`config.mk`:
```
export PLATFORM = sky130hd
export DESIGN_NAME = tri_solver
export DESIGN_NICKNAME = d
export VERILOG_FILES = /design/src/rtl/tri_solver_pkg.sv /design/src/rtl/tri_solver_mac.sv /design/src/rtl/tri_solver.sv
export SDC_FILE = /design/constraint.sdc
export NUM_CORES = 1
export LEC_CHECK = 0
export ABC_AREA = 1
export BUFFER_PORTS_ARGS = -buffer_cell sky130_fd_sc_hd__buf_4
export CAP_MARGIN = 40
export CORE_MARGIN = 10
export CORE_UTILIZATION = 50
export CTS_CLUSTER_SIZE = 28
export DETAILED_ROUTE_END_ITERATION = 10
export GPL_TIMING_DRIVEN = 1
export PLACE_DENSITY = 0.76
export SLEW_MARGIN = 30
export SYNTH_ARGS = -nofsm -noshare
export SYNTH_HDL_FRONTEND = slang
export SYNTH_HIERARCHICAL = 1
export SYNTH_SLANG_ARGS = --single-unit
```
`constraint.sdc`:
```
create_clock -name clk -period 5.7 [get_ports clk]
set_clock_uncertainty 0.05 [all_clocks]
set_input_delay 0.855 -clock clk [delete_from_list [all_inputs] [get_ports clk]]
set_output_delay 0.855 -clock clk [all_outputs]
set_load 0.005 [all_outputs]
```
`src/rtl/tri_solver_pkg.sv`:
```
// Shared definitions for the triangular solver: memory opcodes, FSM state encoding
// and the triangle-orientation constants.
package tri_solver_defs;

    localparam logic [2:0] OP_GET_N   = 3'b000;
    localparam logic [2:0] OP_READ_Y  = 3'b001;
    localparam logic [2:0] OP_READ_A  = 3'b010;
    localparam logic [2:0] OP_READ_X  = 3'b011;
    localparam logic [2:0] OP_WRITE_X = 3'b100;
    localparam logic [2:0] OP_IDLE    = 3'b111;

    localparam logic [2:0] ST_IDLE    = 3'd0;
    localparam logic [2:0] ST_GET_N   = 3'd1;
    localparam logic [2:0] ST_READ_Y  = 3'd2;
    localparam logic [2:0] ST_READ_A  = 3'd3;
    localparam logic [2:0] ST_READ_X  = 3'd4;
    localparam logic [2:0] ST_WRITE_X = 3'd5;
    localparam logic [2:0] ST_DONE    = 3'd6;

    localparam logic MODE_UPPER = 1'b0;
    localparam logic MODE_LOWER = 1'b1;

    // Memory opcode presented while sitting in a given state.
    function automatic logic [2:0] state_opcode(input logic [2:0] st);
        case (st)
            ST_GET_N:   return OP_GET_N;
            ST_READ_Y:  return OP_READ_Y;
            ST_READ_A:  return OP_READ_A;
            ST_READ_X:  return OP_READ_X;
            ST_WRITE_X: return OP_WRITE_X;
            default:    return OP_IDLE;
        endcase
    endfunction

endpackage

```
`src/rtl/tri_solver_mac.sv`:
```
// Truncating multiply-accumulate: acc <= acc + a*b modulo 2^DW, with synchronous clear.
module tri_solver_mac #(
    parameter int DW = 20
) (
    input  logic          clk,
    input  logic          rst_n,
    input  logic          clear_i,
    input  logic          en_i,
    input  logic [DW-1:0] a_i,
    input  logic [DW-1:0] b_i,
    output logic [DW-1:0] acc_o
);

    logic [DW-1:0] acc_q;

    // Only the low DW bits of the product can reach the accumulator, so the
    // multiply is kept DW wide; the result equals the truncated 2*DW product.
    always_ff @(posedge clk or negedge rst_n) begin
        if (!rst_n) begin
            acc_q <= '0;
        end else if (clear_i) begin
            acc_q <= '0;
        end else if (en_i) begin
            acc_q <= acc_q + (a_i * b_i);
        end
    end

    assign acc_o = acc_q;

endmodule

```
`src/rtl/tri_solver.sv`:
```
// Unit-diagonal triangular solver (back or forward substitution) driving a shared
// matrix/vector memory through an opcode/i/j request port with ack handshake.
module tri_solver
    import tri_solver_defs::*;
#(
    parameter int DW    = 20,
    parameter int IW    = 20,
    parameter int MAX_N = 1024
) (
    input  logic          clk,
    input  logic          rst_n,
    input  logic          start,
    input  logic          mode,
    input  logic          mem_ack,
    input  logic [DW-1:0] in_data,
    output logic          req_valid,
    output logic [2:0]    opcode,
    output logic [IW-1:0] i,
    output logic [IW-1:0] j,
    output logic [DW-1:0] out_data,
    output logic          busy,
    output logic          done,
    output logic          err
);

    localparam logic [IW-1:0] ONE = IW'(1);

    logic [2:0]    state_q, state_d;
    logic [IW-1:0] n_q, n_d;
    logic [IW-1:0] r_q, r_d;
    logic [IW-1:0] c_q, c_d;
    logic [DW-1:0] y_q, y_d;
    logic [DW-1:0] a_q, a_d;
    logic          mode_q, mode_d;
    logic          err_q, err_d;

    logic [IW-1:0] n_last;
    logic [DW-1:0] acc;
    logic          mac_clear;
    logic          mac_en;
    logic          upper;

    assign n_last    = n_q - ONE;
    assign upper     = (mode_q == MODE_UPPER);
    assign mac_clear = (state_q == ST_READ_Y) && mem_ack;
    assign mac_en    = (state_q == ST_READ_X) && mem_ack;

    tri_solver_mac #(.DW(DW)) u_mac (
        .clk     (clk),
        .rst_n   (rst_n),
        .clear_i (mac_clear),
        .en_i    (mac_en),
        .a_i     (a_q),
        .b_i     (in_data),
        .acc_o   (acc)
    );

    always_comb begin
        state_d = state_q;
        n_d     = n_q;
        r_d     = r_q;
        c_d     = c_q;
        y_d     = y_q;
        a_d     = a_q;
        mode_d  = mode_q;
        err_d   = err_q;
        case (state_q)
            ST_IDLE: begin
                if (start) begin
                    state_d = ST_GET_N;
                    mode_d  = mode;
                    err_d   = 1'b0;
                end
            end
            ST_GET_N: begin
                if (mem_ack) begin
                    if (in_data == '0) begin
                        state_d = ST_DONE;
                    end else if (in_data > DW'(MAX_N)) begin
                        err_d   = 1'b1;
                        state_d = ST_DONE;
                    end else begin
                        n_d     = IW'(in_data);
                        r_d     = upper ? (IW'(in_data) - ONE) : '0;
                        state_d = ST_READ_Y;
                    end
                end
            end
            ST_READ_Y: begin
                if (mem_ack) begin
                    y_d = in_data;
                    if (upper) begin
                        c_d     = r_q + ONE;
                        state_d = (r_q == n_last) ? ST_WRITE_X : ST_READ_A;
                    end else begin
                        c_d     = '0;
                        state_d = (r_q == '0) ? ST_WRITE_X : ST_READ_A;
                    end
                end
            end
            ST_READ_A: begin
                if (mem_ack) begin
                    a_d     = in_data;
                    state_d = ST_READ_X;
                end
            end
            ST_READ_X: begin
                if (mem_ack) begin
                    // Upper rows sweep columns up to n-1, lower rows up to r-1.
                    if ((upper && c_q == n_last) || (!upper && c_q == r_q - ONE)) begin
                        state_d = ST_WRITE_X;
                    end else begin
                        c_d     = c_q + ONE;
                        state_d = ST_READ_A;
                    end
                end
            end
            ST_WRITE_X: begin
                if (mem_ack) begin
                    if ((upper && r_q == '0) || (!upper && r_q == n_last)) begin
                        state_d = ST_DONE;
                    end else begin
                        r_d     = upper ? (r_q - ONE) : (r_q + ONE);
                        state_d = ST_READ_Y;
                    end
                end
            end
            ST_DONE: begin
                state_d = ST_IDLE;
            end
            default: begin
                state_d = ST_IDLE;
            end
        endcase
    end

    always_ff @(posedge clk or negedge rst_n) begin
        if (!rst_n) begin
            state_q <= ST_IDLE;
            n_q     <= '0;
            r_q     <= '0;
            c_q     <= '0;
            y_q     <= '0;
            a_q     <= '0;
            mode_q  <= MODE_UPPER;
            err_q   <= 1'b0;
        end else begin
            state_q <= state_d;
            n_q     <= n_d;
            r_q     <= r_d;
            c_q     <= c_d;
            y_q     <= y_d;
            a_q     <= a_d;
            mode_q  <= mode_d;
            err_q   <= err_d;
        end
    end

    // Outputs decode registered state only, so no input reaches an output combinationally.
    always_comb begin
        req_valid = 1'b0;
        i         = '0;
        j         = '0;
        out_data  = '0;
        case (state_q)
            ST_GET_N: begin
                req_valid = 1'b1;
            end
            ST_READ_Y: begin
                req_valid = 1'b1;
                i         = r_q;
            end
            ST_READ_A: begin
                req_valid = 1'b1;
                i         = r_q;
                j         = c_q;
            end
            ST_READ_X: begin
                req_valid = 1'b1;
                i         = c_q;
            end
            ST_WRITE_X: begin
                req_valid = 1'b1;
                i         = r_q;
                out_data  = y_q - acc;
            end
            default: begin
                req_valid = 1'b0;
            end
        endcase
    end

    assign opcode = state_opcode(state_q);
    assign busy   = (state_q != ST_IDLE) && (state_q != ST_DONE);
    assign done   = (state_q == ST_DONE);
    assign err    = err_q;

endmodule

```
# Word-level counts from Yosys, hierarchy flattened
# Index checks and enable logic that the tools add are counted.
[classes]
add_sub_neg = 7
multipliers = 1
magnitude_cmp = 1
n_eq_ne = 21
muxes = 39
bitwise = 3
n_reduce_logical = 27
[ops]
columns = ["operator", "n"]
rows = [
  ["$mux 20", 15],
  ["$pmux 20 s2", 3],
  ["$eq 20x20->1", 3],
  ["$sub 20x1->20 const B", 3],
  ["$add 20x1->20 const B", 2],
  ["$logic_not 20->1", 2],
  ["$mux 3", 13],
  ["$ne 2x2->1 const B", 11],
  ["$add 20x20->20", 1],
  ["$gt 20x11->1 const B", 1],
  ["$mul 20x20->20", 1],
  ["$sub 20x20->20", 1],
  ["$pmux 3 s6", 1],
  ["$pmux 3 s5", 1],
  ["$reduce_and 6->1", 2],
  ["$eq 3x3->1 const B", 3],
  ["$reduce_and 4->1", 2],
  ["$reduce_bool 2->1", 4],
  ["$logic_and 1x1->1", 7],
  ["$eq 3x2->1 const B", 2],
  ["$reduce_and 2->1", 3],
  ["$mux 1", 5],
  ["$reduce_and 5->1", 1],
  ["$reduce_or 5->1", 1],
  ["other kinds (8)", 11],
]
[word_totals]
register_bits = 125
output_inout_bits = 67

# Logic depth before layout (Yosys ltp)
# Gate-level depths: netlist of run 1.
[logic_depth]
ltp_word = 7
ltp_mapped = 30
ltp_nobuf = 28

# Modules after synthesis
# Netlist of run 1, hierarchy kept.
[modules_own_cells]
columns = ["module", "instances", "cells_each", "area_per_inst_um2", "seq_area_each_um2"]
rows = [
  ["tri_solver", 1, 1479, 9258.9, 2627.5],
  ["tri_solver_mac", 1, 1051, 7906.3, 500.5],
]

# Worst setup path before layout of run 1
# OpenSTA, ideal clock, no wires.
[synth_path]
kind = "input to register"
start = "input in_data[2]"
end = "register u_mac.acc_q[19], in the netlist u_mac/acc_o[19]"
setup_time_ns = 0.065
t_arrival_ns = 6.159
required_time_ns = 5.585
slack_ns = -0.574
stages = 23
n_path_buf = 2
path_cell_list = "buf_6 > clkbuf_1 > nand2_1 > fa_1 > inv_1 > fa_1 > inv_1 > fa_1 > inv_1 > fa_1 > fa_1 > fa_1 > fa_1 > ha_1 > inv_2 > nor3_1 > nand2_1 > or2_1 > o311ai_4 > inv_1 > nand3_1 > nand3_1 > nand2_1"
[synth_via]
elab_chain_cells = 4
[synth_lines]
columns = ["element", "line_no", "rtl"]
rows = [
  ["start: declaration", "tri_solver.sv:15", "input logic [DW-1:0] in_data,"],
  ["$mul 20x20->20", "tri_solver_mac.sv:24", "acc_q <= acc_q + (a_i * b_i);"],
  ["$add 20x20->20", "tri_solver_mac.sv:24", ""],
  ["$mux 20", "tri_solver_mac.sv:23", "end else if (en_i) begin"],
  ["$mux 20", "tri_solver_mac.sv:21", "end else if (clear_i) begin"],
  ["end signal: assignment", "tri_solver_mac.sv:24", ""],
  ["end: declaration", "tri_solver_mac.sv:14", "logic [DW-1:0] acc_q;"],
]
# Every way passes these cells. The select of a mux whose other input is x is not followed.
# A chain may end at the register's enable or synchronous reset.

# Final worst setup path of run 1
[layout_path]
start = "register a_q[5]"
end = "register u_mac.acc_q[19], in the netlist u_mac/acc_o[19]"
[layout_via]
elab_chain_cells = 4
[layout_lines]
columns = ["element", "line_no", "rtl"]
rows = [
  ["start: declaration", "tri_solver.sv:33", "logic [DW-1:0] a_q, a_d;"],
  ["start signal: assignment", "tri_solver.sv:144", "a_q <= '0;"],
  ["start signal: assignment", "tri_solver.sv:153", "a_q <= a_d;"],
  ["$mul 20x20->20", "tri_solver_mac.sv:24", ""],
  ["$add 20x20->20", "tri_solver_mac.sv:24", ""],
  ["$mux 20", "tri_solver_mac.sv:23", ""],
  ["$mux 20", "tri_solver_mac.sv:21", ""],
]
# Every way passes these cells. The select of a mux whose other input is x is not followed.

==> qor.csv, run 1 <==
metric,value,unit
critical path arrival,6.09,ns
Place WS,-0.482,ns
outcome,"complete, but fails checks",
multi-input logic area,12100,um2
startpoint types,flip-flop,
layout cells sized above 1,14.3,%
Initial Util,50.9,%
Finish-stage setup viols,2,
CTS H-tree depth,4,
r2r worst-path depth,22,
Post-Syn Area per Cell,6.78,um2
Clock Path Buffers,2,
vias in the first global route,17400,
first-pass GRT wire length,91700,um
CTS Buf Count,17,
main combinational cell family by area after synthesis,simple AND/OR/NAND/NOR gates,
"FFs w/ async S/R, synth",100,%
HP Class,input pin to asynchronous set/reset pin,
# diodes,0,
worst reg2reg setup slack,-0.06,ns
fillcell total,3132,
"Hold Vio Cnt, Final",0,
worst setup margin,-0.0607,ns
final antenna-violating net count,0,
Crit. End Element,flip-flop,
Final #Nets,2946,
Die H,205,um
drt first pass iters,6,
CP max-delay cell,fa_1,
critical-path maximum fanout,4,
clk slew on worst S/H paths,0.07,ns
Reg area,3140,um2
adder-cell share of the synthesized area,25.0,%
P&R area growth vs syn,16.1,%
Post-synth EDFFs,0,
Buf/Inv on CP,5,
"Seq/Total Area, Yosys",18.2,%
Die X,205,um
CP Data Required Time,6.03,ns
Fmax,0.174,GHz
Row Count,67,
per-cell routed wire length,18.5,um
reg2reg end,u_mac/acc_o[19],
multiplexer share of the synthesized area,0,%
Seq cells post-synth,125,
max-cap violation count,0,
largest net degree at the start of global routing,45,
unique cell type count in the Yosys netlist,57,
Synth area leaders,"dfrtp_1 18%, fa_1 18%, nand2_1 16%, inv_1 10%, ha_1 6.9%",
minimum clock period,5.76,ns
Hold Buf Count CTS,0,
kind of critical path,flip-flop to flip-flop,
largest area contributor in the netlist,dfrtp_1,
yosys warns,6,
Least-Margin Pin Slew,0.797,ns
Synth Area in Compound Gates,11.1,%
Final Cycle Share,101,%
die area,42100,um2
top-count cell post-synth,nand2_1,
worst-skew pair later-pin latency,0.44,ns
Synth top area share,18.2,%
grt ovf,0,
Final GP Congestion,0.963,
relative max-transition margin,46.8,%
cell family with most CP delay,adder cells,
CTS tree,built,
list of most frequent post-synthesis cells,"733 x nand2_1, 470 x inv_1, 174 x nor2_1",
Worst path max stage delay,0.55,ns
DR vias/cell,5.49,
final setup TNS,-0.0842,ns
"Primary FF master, synth",dfrtp_1,
CP cell instances,buf_6 -> nand2_2 -> inv_2 -> fa_1 -> inv_2 -> fa_1 -> fa_1 -> fa_1 -> inv_2 -> fa_1 -> fa_1 -> fa_1 -> ha_4 -> nand2_4 -> nor3_4 -> nand2_2 -> or2_4 -> o311ai_4 -> inv_1 -> nand3_1 -> nand3_1 -> nand2_1,
I/O Buffers,91,
Mapped Cells,2530,
antenna violations before repair,1,
all-layer global routing usage,27.6,%
num ports,92,
vias,17200,
Synth Area in Simple Gates,28.9,%
failing checks,negative setup slack,
Root Driver,clkbuf_16,
RR Startpoint,a_q[5],
Pins Over Slew Limit,0,
"Cell Area, Synth",17200,um2
Post-Syn Nets,2805,
Routed Wire Length,57800,um
xor-xnor portion of the synthesized cell area,3.20,%
DP HPWL,46300,um
clock sinks,125,
setup repair after global routing missed its margin,true,
Detailed Route Iter0 Violations,1506,
CP dominant cell by count,fa_1,
core area,33700,um2
drt drc,0,
-- stage by stage --
stage          util (%)  instances  hold WS [ns]  cell area, um2
2_1_floorplan         -       2530         0.398           17400
3_3_place_gp       56.3       3086         0.447           19000
3_5_place_dp       56.5       3090         0.462           19000
4_1_cts            58.3       3122         0.183           19700
5_1_grt            59.1       3132         0.192           19900
6_report           59.1       3132         0.190           19900
-- cell families (layout without fill, tap and decap cells) --
logic type / count (synthesis) / count (layout)
AO/OA/AOI/OAI: 348 / 348
XOR/XNOR: 57 / 57
adder cells (fa/ha/maj): 250 / 250
buffers and inverters: 581 / 735
flip-flops: 125 / 125
AND/OR/NAND/NOR: 1169 / 1169
-- state kept, by name, indices dropped and copies added, names as in the netlist --
| name | count |
|---|---|
| a_q | 20 |
| c_q | 20 |
| n_q | 20 |
| r_q | 20 |
| u_mac/acc_o | 20 |
| y_q | 20 |
| state_q | 3 |
| err | 1 |
| mode_q | 1 |
-- routing by layer --
metal	vias to the layer above	part of all wire [%]	wire length (um)	track usage, %
met5	-	0.022	13	0
met4	2	4.5	2630	12.0
met3	124	6.9	3980	3.95
met2	699	48	27900	47.4
met1	8232	40	23300	33.8
li1	8138	-	-	-
-- final cells by class --
class,instances,share of cell area [%]
multi-input combinational,1824,60.6
sequential,125,15.7
inverter,490,9.26
timing repair buffer,213,8.44
tap,448,2.81
clock buffer,18,2.15
clock inverter,14,0.985
-- cells in the final DEF, fill, tap and decap left out, types with 5 or more instances in the layout --
cell	count
nand2_1	717
xor2_1	47
nand3_1	160
nor3_1	18
a21oi_2	5
nor2_1	168
o211ai_1	6
ha_4	12
a31oi_1	6
o22ai_1	35
nand3b_1	8
nand4_1	15
inv_1	461
buf_4	200
o21ai_2	6
fa_1	151
nand2_2	24
a21oi_1	85
dfrtp_1	116
inv_2	21
o21ai_0	141
fa_2	5
nor2_4	7
xnor2_1	6
ha_1	82
clkbuf_16	17
nand2_4	8
clkinv_1	5
nor4_1	6
nand3_2	9
buf_6	5
nor2_2	12
o21ai_1	35
dfrtp_2	9
nor3_2	6
-- timing repair --
| action | 4_1_cts | 5_1_grt |
|---|---|---|
| buffers inserted | 0 | 9 |
| pin swaps | 2 | 27 |
| setup endpoints to repair | 6 | 8 |
| gates resized for setup | 8 | 52 |
-- how the worst max path moves through the flow --
stage,startpoint,end,slack (ns),cells past startpoint
after floorplan,in_data[2],u_mac/acc_o[19],-0.30,23
after global placement,in_data[11],u_mac/acc_o[19],-0.46,24
after detailed placement,in_data[5],u_mac/acc_o[19],-0.48,20
after CTS,a_q[9],u_mac/acc_o[17],0.006,21
after global routing,a_q[5],u_mac/acc_o[19],-0.25,23
final,a_q[5],u_mac/acc_o[19],-0.06,22
Power of run 1 is not shown: default switching activity piles up to over one toggle a cycle in this logic, so the estimate is an artifact.
==> inputs of run 2 (changes only) <==
--- a/config.mk
+++ b/config.mk
@@ -9,11 +9,11 @@
 export BUFFER_PORTS_ARGS = -buffer_cell sky130_fd_sc_hd__buf_4
 export CAP_MARGIN = 40
 export CORE_MARGIN = 10
-export CORE_UTILIZATION = 50
+export CORE_UTILIZATION = 58
 export CTS_CLUSTER_SIZE = 28
 export DETAILED_ROUTE_END_ITERATION = 10
 export GPL_TIMING_DRIVEN = 1
-export PLACE_DENSITY = 0.76
+export PLACE_DENSITY = 0.85
 export SLEW_MARGIN = 30
 export SYNTH_ARGS = -nofsm -noshare
 export SYNTH_HDL_FRONTEND = slang
==> qor.csv, run 2 (synthesized netlist as in run 1, its figures left out) <==
metric,value,unit
relative max-transition margin,45.5,%
Fmax,0.174,GHz
Clock Path Buffers,2,
worst hold slack,0.323,ns
HP Class,input pin to asynchronous set/reset pin,
Pins Over Slew Limit,0,
drt first pass iters,11,
num ports,92,
RR Startpoint,a_q[7],
worst-skew pair later-pin latency,0.45,ns
Place WS,-0.546,ns
Row Count,62,
setup repair after global routing missed its margin,true,
antenna violations before repair,0,
Detailed Route Iter0 Violations,2117,
minimum clock period,5.75,ns
"most common cell after layout, fill and taps aside",nand2_1,
Finish-stage setup viols,1,
P&R area growth vs syn,17.2,%
final instance area,20100,um2
Die H,192,um
all-layer global routing usage,32.9,%
multi-input logic area,12100,um2
Die X,192,um
CTS Buf Count,17,
worst setup margin,-0.0496,ns
fillcell total,2311,
Least-Margin Pin Slew,0.817,ns
Placed Area,19000,um2
CTS H-tree depth,4,
Routed Wire Length,61900,um
CP Data Required Time,6.03,ns
Initial Util,59.3,%
max-cap violation count,0,
CTS tree,built,
failing checks,"design-rule violations, negative setup slack",
drt drc,1,
DP HPWL,46700,um
per-cell routed wire length,20.1,um
outcome,"complete, but fails checks",
Root Driver,clkbuf_16,
grt ovf,0,
Final GP Congestion,1.03,
Crit. End Element,flip-flop,
CP Launch Point,a_q[7],
Reg area,3140,um2
kind of critical path,flip-flop to flip-flop,
DR vias/cell,5.89,
I/O Buffers,91,
Inst Count DP,3029,
clock sinks,125,
clk slew on worst S/H paths,0.07,ns
Final Cycle Share,101,%
layout cells sized above 1,15.1,%
final antenna-violating net count,0,
Final #Nets,2958,
"commonest cells after routing, fill and taps aside","719 x nand2_1, 462 x inv_1, 203 x buf_4, 170 x nor2_1, 159 x nand3_1",
"Hold Vio Cnt, Final",0,
vias in the first global route,18000,
final cell count without fillers,3080,
vias,18100,
# diodes,0,
Hold Buf Count CTS,0,
largest net degree at the start of global routing,65,
critical path arrival,6.08,ns
startpoint types,flip-flop,
die area,36900,um2
core area,28900,um2
critical-path maximum fanout,3,
first-pass GRT wire length,95400,um
run 2: cell types whose count changed in the layout (fill, tap and decap cells not counted), sizes merged:
cell and change:
bufinv +1, clkinv +3, clkdlybuf4s15 -1, inv -4, buf +13
run 2: worst paths after layout:
| check | slack [ns] | cells after the start | endpoint |
|---|---|---|---|
| setup / recovery | -0.05 | 22 | u_mac/acc_o[19] |
| hold / removal | 0.32 | 1 | err |
| setup reg to reg | -0.05 | 22 | u_mac/acc_o[19] |
| hold reg to reg | 0.47 | 2 | a_q[19] |
| max in group asynchronous | 4.28 | 3 | a_q[4] |
| min in group clk | 0.47 | 2 | a_q[19] |
run 2: repair_timing:
action,in CTS,in global routing
buffers inserted,3,15
setup endpoints to repair,1,10
pin swaps,20,45
resized for setup,20,60
run 2: stage by stage:
step / setup TNS [ns] / util, %
finish: -0.0496 / 69.5
global route: -0.675 / 69.5
CTS: -0.0227 / 68.0
detailed placement: -3.34 / 65.5
global placement: -2.44 / 65.3
floorplan: -0.467 / -
run 2: layout make-up:
| class | instances | area share (%) |
|---|---|---|
| Multi-Input combinational cell | 1824 | 60.4 |
| Tap cell | 384 | 2.39 |
| Clock inverter | 14 | 1.03 |
| Inverter | 490 | 9.18 |
| Timing Repair Buffer | 225 | 9.23 |
| Sequential cell | 125 | 15.6 |
| Clock buffer | 18 | 2.18 |
run 2: layer usage:
metal | track usage, % | vias up | wire [um] | part of all wire, %
li1 | - | 8154 | - | -
met1 | 38.9 | 8554 | 22700 | 37
met2 | 54.9 | 1124 | 29000 | 47
met5 | 0 | - | 0 | 0
met3 | 5.86 | 315 | 5660 | 9.1
met4 | 19.5 | 0 | 4530 | 7.3
run 2: critical path, stage by stage, from the launching register on:
cell,delay [ns]
dfrtp_2,0.47
buf_6,0.15
nand2_1,0.07
inv_1,0.06
fa_1,0.53
inv_1,0.06
fa_1,0.53
fa_1,0.43
fa_1,0.50
inv_2,0.05
fa_1,0.50
fa_1,0.53
fa_2,0.47
ha_4,0.30
nand2_4,0.06
nor3_4,0.21
nand2_2,0.11
or2_4,0.25
o311ai_4,0.07
inv_1,0.08
nand3_1,0.07
nand3_1,0.08
nand2_1,0.07
Power of run 2 is left out for the same reason.
